--- config.mk ---
export PLATFORM = sky130hd
export DESIGN_NAME = stack_param
export DESIGN_NICKNAME = d
export VERILOG_FILES = /design/src/rtl/stack_pkg.sv /design/src/rtl/stack_mem.sv /design/src/rtl/stack_param.sv
export SDC_FILE = /design/constraint.sdc
export NUM_CORES = 1
export LEC_CHECK = 0
export BUFFER_PORTS_ARGS = -buffer_cell sky130_fd_sc_hd__buf_2
export CAP_MARGIN = 20
export CORE_MARGIN = 5
export CORE_UTILIZATION = 35
export CTS_BUF_LIST = sky130_fd_sc_hd__clkbuf_8
export CTS_CLUSTER_SIZE = 24
export DETAILED_ROUTE_END_ITERATION = 6
export PLACE_DENSITY = 0.49
export SLEW_MARGIN = 20
export SYNTH_ARGS = -nofsm -noshare
export SYNTH_HDL_FRONTEND = slang
export SYNTH_SLANG_ARGS = --single-unit
--- constraint.sdc ---
create_clock -name clk -period 6.05 [get_ports clk]
set_input_delay 1.815 -clock clk [delete_from_list [all_inputs] [get_ports clk]]
set_output_delay 1.815 -clock clk [all_outputs]
set_load 0.005 [all_outputs]
--- src/rtl/stack_pkg.sv ---
// -----------------------------------------------------------------------------
// stack_pkg
// Shared types and helpers for the parametrised LIFO stack.
//   stack_op_e : operation that will be applied on the next rising edge.
//   cnt_w      : width of an occupancy counter that can hold 0..depth.
//   decode_op  : maps Clr/Push/Pop/Empty onto a stack_op_e.
// -----------------------------------------------------------------------------
package stack_pkg;

  typedef enum logic [2:0] {
    OP_HOLD    = 3'd0,
    OP_PUSH    = 3'd1,
    OP_POP     = 3'd2,
    OP_REPLACE = 3'd3,
    OP_CLEAR   = 3'd4
  } stack_op_e;

  // Counter width able to represent every value 0..depth inclusive.
  // A depth of 256 needs 9 bits, which the older 8-bit pointer lacked.
  function automatic int cnt_w(input int depth);
    return $clog2(depth + 1);
  endfunction

  // Clear wins over everything. Push+Pop on a non-empty stack overwrites
  // the top entry; on an empty stack there is nothing to replace, so it
  // degenerates into a plain push. Full/Empty error handling is left to
  // the caller because it depends on Full as well.
  function automatic stack_op_e decode_op(input logic clr,
                                          input logic push,
                                          input logic pop,
                                          input logic empty);
    stack_op_e op;
    op = OP_HOLD;
    if (clr) begin
      op = OP_CLEAR;
    end else if (push && pop && !empty) begin
      op = OP_REPLACE;
    end else if (push) begin
      op = OP_PUSH;
    end else if (pop) begin
      op = OP_POP;
    end
    return op;
  endfunction

endpackage : stack_pkg

--- src/rtl/stack_mem.sv ---
// -----------------------------------------------------------------------------
// stack_mem
// WIDTH x DEPTH storage array: one synchronous write port and one
// asynchronous (combinational) read port. Contents are never reset.
//
// Ports:
//   clk    in   1                 rising-edge write clock
//   we     in   1                 write enable
//   waddr  in   $clog2(DEPTH)     write index
//   wdata  in   WIDTH             write data
//   raddr  in   $clog2(DEPTH)     read index
//   rdata  out  WIDTH             mem[raddr], or 0 for an index past DEPTH-1
// -----------------------------------------------------------------------------
module stack_mem #(
  parameter int WIDTH = 2,
  parameter int DEPTH = 256,
  localparam int AW   = $clog2(DEPTH)
) (
  input  logic             clk,
  input  logic             we,
  input  logic [AW-1:0]    waddr,
  input  logic [WIDTH-1:0] wdata,
  input  logic [AW-1:0]    raddr,
  output logic [WIDTH-1:0] rdata
);

  // One extra bit so DEPTH itself is representable for the range checks.
  localparam logic [AW:0] DEPTH_C = (AW + 1)'(DEPTH);

  logic [WIDTH-1:0] mem [DEPTH];
  logic             waddr_ok;
  logic             raddr_ok;

  // With a non-power-of-two DEPTH the index space has holes above DEPTH-1.
  // The top level never targets them, but the guards keep every access
  // inside the array regardless.
  assign waddr_ok = ({1'b0, waddr} < DEPTH_C);
  assign raddr_ok = ({1'b0, raddr} < DEPTH_C);

  always_ff @(posedge clk) begin
    if (we && waddr_ok) begin
      mem[waddr] <= wdata;
    end
  end

  assign rdata = raddr_ok ? mem[raddr] : '0;

endmodule : stack_mem

--- src/rtl/stack_param.sv ---
// -----------------------------------------------------------------------------
// stack_param
// Parametrised LIFO stack with replace-top, synchronous clear, occupancy
// count, almost-full flag and sticky overflow/underflow flags.
//
// Ports:
//   clk         in   1                rising-edge clock
//   rst         in   1                asynchronous active-high reset
//   Clr         in   1                synchronous clear (empties, clears flags)
//   Push        in   1                push request
//   Pop         in   1                pop request
//   Din         in   WIDTH            data to push or to replace the top with
//   Top         out  WIDTH            current top-of-stack word, 0 when empty
//   Count       out  cnt_w(DEPTH)     number of valid entries, 0..DEPTH
//   Full        out  1                Count == DEPTH
//   Empty       out  1                Count == 0
//   AlmostFull  out  1                Count >= AF_LEVEL
//   Overflow    out  1                sticky: push attempted while full
//   Underflow   out  1                sticky: pop attempted while empty
//
// Request semantics: Push/Pop are single-cycle requests sampled on every
// rising edge; there is no ready/backpressure. A request that cannot be
// honoured (push when full, pop when empty) is dropped and recorded in the
// matching sticky flag. Push+Pop together replaces the top word (or pushes
// onto an empty stack) and is always legal. Clr overrides both requests.
// -----------------------------------------------------------------------------
module stack_param
  import stack_pkg::*;
#(
  parameter int WIDTH    = 2,
  parameter int DEPTH    = 256,
  parameter int AF_LEVEL = DEPTH - 1
) (
  input  logic                      clk,
  input  logic                      rst,
  input  logic                      Clr,
  input  logic                      Push,
  input  logic                      Pop,
  input  logic [WIDTH-1:0]          Din,
  output logic [WIDTH-1:0]          Top,
  output logic [cnt_w(DEPTH)-1:0]   Count,
  output logic                      Full,
  output logic                      Empty,
  output logic                      AlmostFull,
  output logic                      Overflow,
  output logic                      Underflow
);

  localparam int CW = cnt_w(DEPTH);
  localparam int AW = $clog2(DEPTH);

  localparam logic [CW-1:0] DEPTH_C = CW'(DEPTH);
  localparam logic [CW-1:0] AF_C    = CW'(AF_LEVEL);
  localparam logic [CW-1:0] ONE_C   = CW'(1);

  // ---------------------------------------------------------------------------
  // State
  // ---------------------------------------------------------------------------
  logic [CW-1:0] count_q;
  logic [CW-1:0] count_d;
  logic          ovf_q;
  logic          ovf_d;
  logic          unf_q;
  logic          unf_d;

  // ---------------------------------------------------------------------------
  // Decodes of the current count
  // ---------------------------------------------------------------------------
  logic          full;
  logic          empty;
  logic [CW-1:0] count_m1;
  logic [AW-1:0] push_idx;
  logic [AW-1:0] top_idx;
  stack_op_e     op;

  assign full  = (count_q == DEPTH_C);
  assign empty = (count_q == '0);

  // Write index for a push is Count; the top entry lives at Count-1. Both
  // are truncated to the array index width. When full, push_idx aliases a
  // low entry but is never used because the push is rejected. When empty,
  // top_idx is all-ones but Top is forced to zero in that case.
  assign count_m1 = count_q - ONE_C;
  assign push_idx = count_q[AW-1:0];
  assign top_idx  = count_m1[AW-1:0];

  assign op = decode_op(Clr, Push, Pop, empty);

  // ---------------------------------------------------------------------------
  // Memory write port controls
  // ---------------------------------------------------------------------------
  logic             mem_we;
  logic [AW-1:0]    mem_waddr;
  logic [WIDTH-1:0] mem_rdata;

  // ---------------------------------------------------------------------------
  // Next-state logic
  // ---------------------------------------------------------------------------
  always_comb begin
    count_d   = count_q;
    ovf_d     = ovf_q;
    unf_d     = unf_q;
    mem_we    = 1'b0;
    mem_waddr = push_idx;

    case (op)
      OP_CLEAR: begin
        count_d = '0;
        ovf_d   = 1'b0;
        unf_d   = 1'b0;
      end

      OP_PUSH: begin
        if (full) begin
          ovf_d = 1'b1;
        end else begin
          mem_we    = 1'b1;
          mem_waddr = push_idx;
          count_d   = count_q + ONE_C;
        end
      end

      OP_POP: begin
        // Popped entries are left in place; only the count moves.
        if (empty) begin
          unf_d = 1'b1;
        end else begin
          count_d = count_m1;
        end
      end

      OP_REPLACE: begin
        // Only reachable when non-empty, so top_idx is a valid entry.
        mem_we    = 1'b1;
        mem_waddr = top_idx;
      end

      default: begin
        // OP_HOLD: keep everything.
      end
    endcase
  end

  // ---------------------------------------------------------------------------
  // State registers
  // ---------------------------------------------------------------------------
  always_ff @(posedge clk or posedge rst) begin
    if (rst) begin
      count_q <= '0;
      ovf_q   <= 1'b0;
      unf_q   <= 1'b0;
    end else begin
      count_q <= count_d;
      ovf_q   <= ovf_d;
      unf_q   <= unf_d;
    end
  end

  // ---------------------------------------------------------------------------
  // Storage
  // ---------------------------------------------------------------------------
  stack_mem #(
    .WIDTH (WIDTH),
    .DEPTH (DEPTH)
  ) u_mem (
    .clk   (clk),
    .we    (mem_we),
    .waddr (mem_waddr),
    .wdata (Din),
    .raddr (top_idx),
    .rdata (mem_rdata)
  );

  // ---------------------------------------------------------------------------
  // Outputs: pure functions of registered state, so Push/Pop/Din never
  // reach an output combinationally. Masking Top with empty also hides the
  // unreset memory contents.
  // ---------------------------------------------------------------------------
  assign Top        = empty ? '0 : mem_rdata;
  assign Count      = count_q;
  assign Full       = full;
  assign Empty      = empty;
  assign AlmostFull = (count_q >= AF_C);
  assign Overflow   = ovf_q;
  assign Underflow  = unf_q;

endmodule : stack_param
=== Word-level counts from Yosys, hierarchy flattened ===
Memory sizes are Yosys's and may differ from the RTL's.
Index checks and enable logic that the tools add are counted.

* Flip-flop bits (word level): 11
* Bits in latches: 0
* RAM bits: 512
* ROM bits: 0
* Input port bits: 7
* Memories kept: 1

{| class="wikitable"
|+ Memories
! name !! words !! width !! read ports !! clocked after Yosys merged registers in !! wr ports !! RTL line !! RTL
|-
| u_mem.mem || 256 || 2 || 1 || 0 || 1 || stack_mem.sv:30 || <nowiki>logic [WIDTH-1:0] mem [DEPTH];</nowiki>
|}

* Add/subtract/negate cells: 2
* $mul: 0
* Divide/modulo/power cells: 0
* $lt $le $gt $ge: 1
* Equal/unequal tests: 9
* Shift-type cells: 0
* Multiplexer cells: 17
* Bitwise gates (word level): 0
* Reduce and logical (&&, ||, !) cells: 10

{| class="wikitable"
|+ Operator list
! operator !! count
|-
| 9-bit case mux with 3 select lines || 1
|-
| 9-bit two-way mux || 2
|-
| 9-bit by 1-bit adder with 9-bit output, second input constant || 1
|-
| 9-bit == test, second input constant || 1
|-
| 9-bit by 8-bit >= comparator with 1-bit output, second input constant || 1
|-
| 9-bit logical NOT || 1
|-
| 9-bit by 1-bit subtractor with 9-bit output, second input constant || 1
|-
| 2-bit two-way mux || 4
|-
| 8-bit two-way mux || 1
|-
| 2-bit != test, second input constant || 4
|-
| 3-bit by 2-bit == test with 1-bit output, second input constant || 2
|-
| 1-bit case mux with 2 select lines || 3
|-
| 1-bit two-way mux || 5
|-
| 2-bit AND reduction || 2
|-
| 2-bit nonzero test || 2
|-
| 3-bit by 1-bit == test with 1-bit output, second input constant || 1
|-
| 3-bit == test, second input constant || 1
|-
| 3-bit two-way mux || 1
|-
| 3-bit AND reduction || 1
|-
| 3-bit nonzero test || 1
|-
| 1-bit logical AND || 2
|-
| 1-bit logical NOT || 1
|}

=== Logic depth before layout (Yosys ltp) ===
* Depth in word-level cells: 9
* Mapped depth: 19

=== Hierarchy ===
From an unflattened synthesis, not the netlist that was laid out.

* Cells, all modules: 1,380
* Area total of the unflattened synthesis: 22,477.8 um^2

{| class="wikitable"
|+ Modules (own cells, without submodules)
! module !! instances !! cells an instance !! area an instance (um^2) !! seq. area each (um^2)
|-
| stack_mem || 1 || 1,240 || 21,341.7 || 15,374.7
|-
| stack_param || 1 || 140 || 1,136.1 || 275.3
|}

=== Worst setup path before layout ===
OpenSTA, ideal clock, no wires.

* Path type: reg2out
* From: reg count_q[0] (netlist: Count[0])
* To: out Top[1]
* Arrival time: 4.044 ns
* Data required time: 4.235 ns
* Path slack: 0.191 ns
* Cell stages (with the launch flop): 18
* Buffers on the path: 8
* Cells stage by stage: dfrtp_1 buf_2 buf_2 buf_4 clkinv_1 buf_2 buf_1 ha_1 buf_2 xor2_1 buf_2 buf_4 mux4_2 mux4_2 nand2_1 nand2_1 o311ai_0 nand3_1

* Cells in the longest elaborated chain, start to end: 3

{| class="wikitable"
|+ RTL lines
! what !! RTL line !! RTL
|-
| start: declaration || stack_param.sv:59 || <nowiki>logic [CW-1:0] count_q;</nowiki>
|-
| start signal: assignment || stack_param.sv:153 || <nowiki>count_q <= count_d;</nowiki>
|-
| 9-bit by 1-bit subtractor with 9-bit output || stack_param.sv:83 || <nowiki>assign count_m1 = count_q - ONE_C;</nowiki>
|-
| memory read 256 x 2 bit || n/a ||
|-
| 2-bit two-way mux * || stack_param.sv:179 || <nowiki>assign Top = empty ? '0 : mem_rdata;</nowiki>
|-
| end: declaration || stack_param.sv:40 || <nowiki>output logic [WIDTH-1:0] Top,</nowiki>
|}

Every way passes the cells marked *; elsewhere a longest branch is shown, timed or not.

=== Worst setup path in the final report ===
* From: reg count_q[0] (netlist: Count[0])
* To: out Top[0]

Same word-level chain as after synthesis.

==> impl_metrics.json <==
{
  "status": "completed",
  "path_buf_inv": 4,
  "cpMaxStageDelayCell": "mux4_2",
  "grtUsageTotal": 0.1734,
  "numPortBuffers": 22,
  "layout.nets": 1493,
  "leakagePower_nw": 8.024,
  "yosysUniqueCellTypes": 76,
  "clk_latency_ns": 0.68,
  "yosysWarnings": 0,
  "ys_seq_elements": 523,
  "design_area_um2": 25810,
  "highest_layer": "met4",
  "finalCritPeriodShare": 0.9640,
  "cts_buffer_depth": 3,
  "synth_xor_area_frac": 0.003820,
  "synth_top_family_by_area": "multiplexers",
  "power_density_nw_per_um2": 471.8,
  "antenna_left": 0,
  "critPathMaxFanout": 18,
  "critPathMaxStageDelay_ns": 0.60,
  "die_w_um": 264.1,
  "cts_tree": "built",
  "worstPathRequired_ns": 4.24,
  "drive_gt1_frac": 0.2526,
  "final_cell_mix": "edfxtp_1, nor2_1, mux4_2, clkbuf_8, buf_4",
  "netlist_area_um2": 22600,
  "h-tree-depth": 3,
  "crit_top_cell": "buf_4",
  "yosys.area.top_type": "edfxtp_1",
  "antenna_found_initial": 2,
  "peakVddDrop_v": 0.0002051,
  "fmax_mhz": 171.5,
  "fp-row-count": 93,
  "dp_hpwl_mm": 36.35,
  "seq_area_frac_synth": 0.6925,
  "r2r_setup_slack_ns": 1.66,
  "maxCapViolations": 0,
  "drt-met1-wl_mm": 27.04,
  "wl_per_cell_um": 25.35,
  "synth-edff-count": 512,
  "grt_pass1_wl_mm": 90.55,
  "drt-pass1-iter-count": 5,
  "cp.arrival_ns": 4.02,
  "initial_core_util": 0.3518,
  "slew_violations": 0,
  "grt.overflow.total": 0,
  "grt_setup_unrepaired": "no",
  "muxShareOfSynthArea": 0.1474,
  "placed_cell_area_um2": 23850,
  "hold_path_class": "reg2reg",
  "pin_count": 23,
  "tightest_slew_ns": 1.112,
  "setup_viol": 0,
  "synthAdderAreaFrac": 0.001661,
  "setup_tns_ns": 0,
  "die_h_um": 264.1,
  "wl_mm": 61.13,
  "detail_route.iter0.violations": 1162,
  "syn_avg_cell_area_um2": 16.19,
  "grt_pass1_vias": 13750,
  "hold_path_depth": 2,
  "viasPerCell": 5.359,
  "cts_sinks": 523,
  "wl_met3_mm": 3.348,
  "dieArea_um2": 69750,
  "core_um2": 64230,
  "crit_path_start_kind": "flop",
  "max_slew_margin": 0.2589,
  "synth_area_leaders": "edfxtp_1, mux4_2, nor2_1",
  "synth_flop_cell": "edfxtp_1",
  "clock_skew_ns": 0.05134,
  "synth_top_area_frac": 0.6804,
  "cp-startpoint": "Count[0]",
  "worstHoldEndpoint": "Overflow",
  "synth_compound_area_frac": 0.04352,
  "place_congestion": 0.8179,
  "r2r-end": "u_mem.mem[48][1]",
  "dp_slack_ns": 0.2791,
  "min_period_ns": 5.832,
  "async_reset_ff_frac": 0.02103,
  "worst_slack_ns": 0.2181,
  "synth-simple-area-share": 0.08848,
  "end_kind": "output pin",
  "worst-setup-path-type": "reg2out",
  "cp_top_family": "buffers and inverters",
  "crit_chain": "clkinv_1, ha_4, buf_4, xnor2_2, buf_4, mux4_2, nand2_1, nand3_1, o32ai_2, a211oi_1, o221ai_1, buf_2",
  "hold_violations": 0,
  "drc": 0,
  "cts_buffers": 91,
  "worst_r2r_path_depth": 8,
  "syn-num-nets": 1406,
  "r2r_start": "Count[2]",
  "netlist_instances": 1396,
  "clk_pin_slew_worst_paths_ns": 0.06,
  "grt_max_degree": 140,
  "dr_total_vias": 12930,
  "wl_met2_mm": 29.00,
  "holdCritStartpoint": "Overflow",
  "area_growth_pct": 14.23,
  "final_common_cell": "edfxtp_1",
  "clock-root-buffer": "clkbuf_8"
}
[how the worst max path moves through the flow]
stage          endpoint  slack, ns  cells past startpoint
3_3_place_gp     Top[0]       0.29                     11
4_1_cts          Top[1]       0.05                     10
3_5_place_dp     Top[0]       0.28                     11
6_report         Top[0]       0.22                     12
5_1_grt          Top[1]     0.0006                     11
2_1_floorplan    Top[1]       0.19                     17
[state kept, by name, indices dropped and copies added, names as in the netlist]
| register | flops |
|---|---|
| u_mem.mem | 512 |
| Count | 9 |
| Overflow | 1 |
| Underflow | 1 |
[per-layer routing]
layer,GRT usage,up-vias
met2,0.2771,407
met5,0,-
li1,-,5681
met4,0.05790,0
met1,0.2408,6744
met3,0.03344,95
[logic make-up (layout without fill, tap and decap cells)]
group | count (synthesis) | count (layout)
other | 0 | 1
AOI/OAI and AO/OA | 130 | 130
buffers and inverters | 110 | 269
adders and majority gates | 3 | 3
muxes | 163 | 163
DFF | 523 | 523
xor gates and xnor gates | 9 | 10
and+or+nand+nor | 458 | 458
[cell usage after synthesis, drive strengths merged (10+ instances only)]
library cell	number
edfxtp	512
nor2	280
mux4	135
nand2	69
buf	62
nor3	43
clkbuf	37
o22ai	26
mux2i	19
a21oi	16
nand2b	15
nand3	14
o21ai	14
dfrtp	11
inv	10
[worst register-to-register path: stages (launching register included)]
cell and delay [ns]:
dfrtp_1 0.65, buf_4 0.39, nor3_1 0.17, a21boi_1 0.66
nor2_1 0.35, buf_4 0.27, o31ai_2 0.61, nand2_1 0.59
nor2_1 0.36
[where the power goes]
group	internal, mW	switching, mW
clock network	1.66	1.47
registers	4.01	0.0565
logic	2.10	2.88
total	7.77	4.41
[through the flow]
stage                     cells  hold slack [ns]  power, mW    util
after floorplan            1396           0.4859      7.185       -
after global placement     2230           0.4797      8.887  0.3713
after detailed placement   2230           0.5017      8.886  0.3713
after CTS                  2401           0.5161      12.20  0.4005
after global routing       2412           0.5407      12.75  0.4019
final                      2412           0.4998      12.18  0.4019
[cell type report]
type	instances	area, um^2
Fill cell	5993	38420
Sequential cell	523	15650
Multi-Input combinational cell	764	6546
Clock buffer	97	1335
Tap cell	855	1070
Timing Repair Buffer	92	743.2
Clock inverter	69	421.7
Inverter	11	41.29
Antenna cell	1	2.502
[timing repair]
action / CTS / global route
setup buffers: 4 / 10
pin swaps: 1 / 2
gates cloned: 1 / 0
hold buffers: 0 / 0
gates resized for setup: 7 / 2
hold endpoints to repair: 0 / 0
endpoints found under the setup margin: 2 / 2
Power figures use the tool's default switching activity.
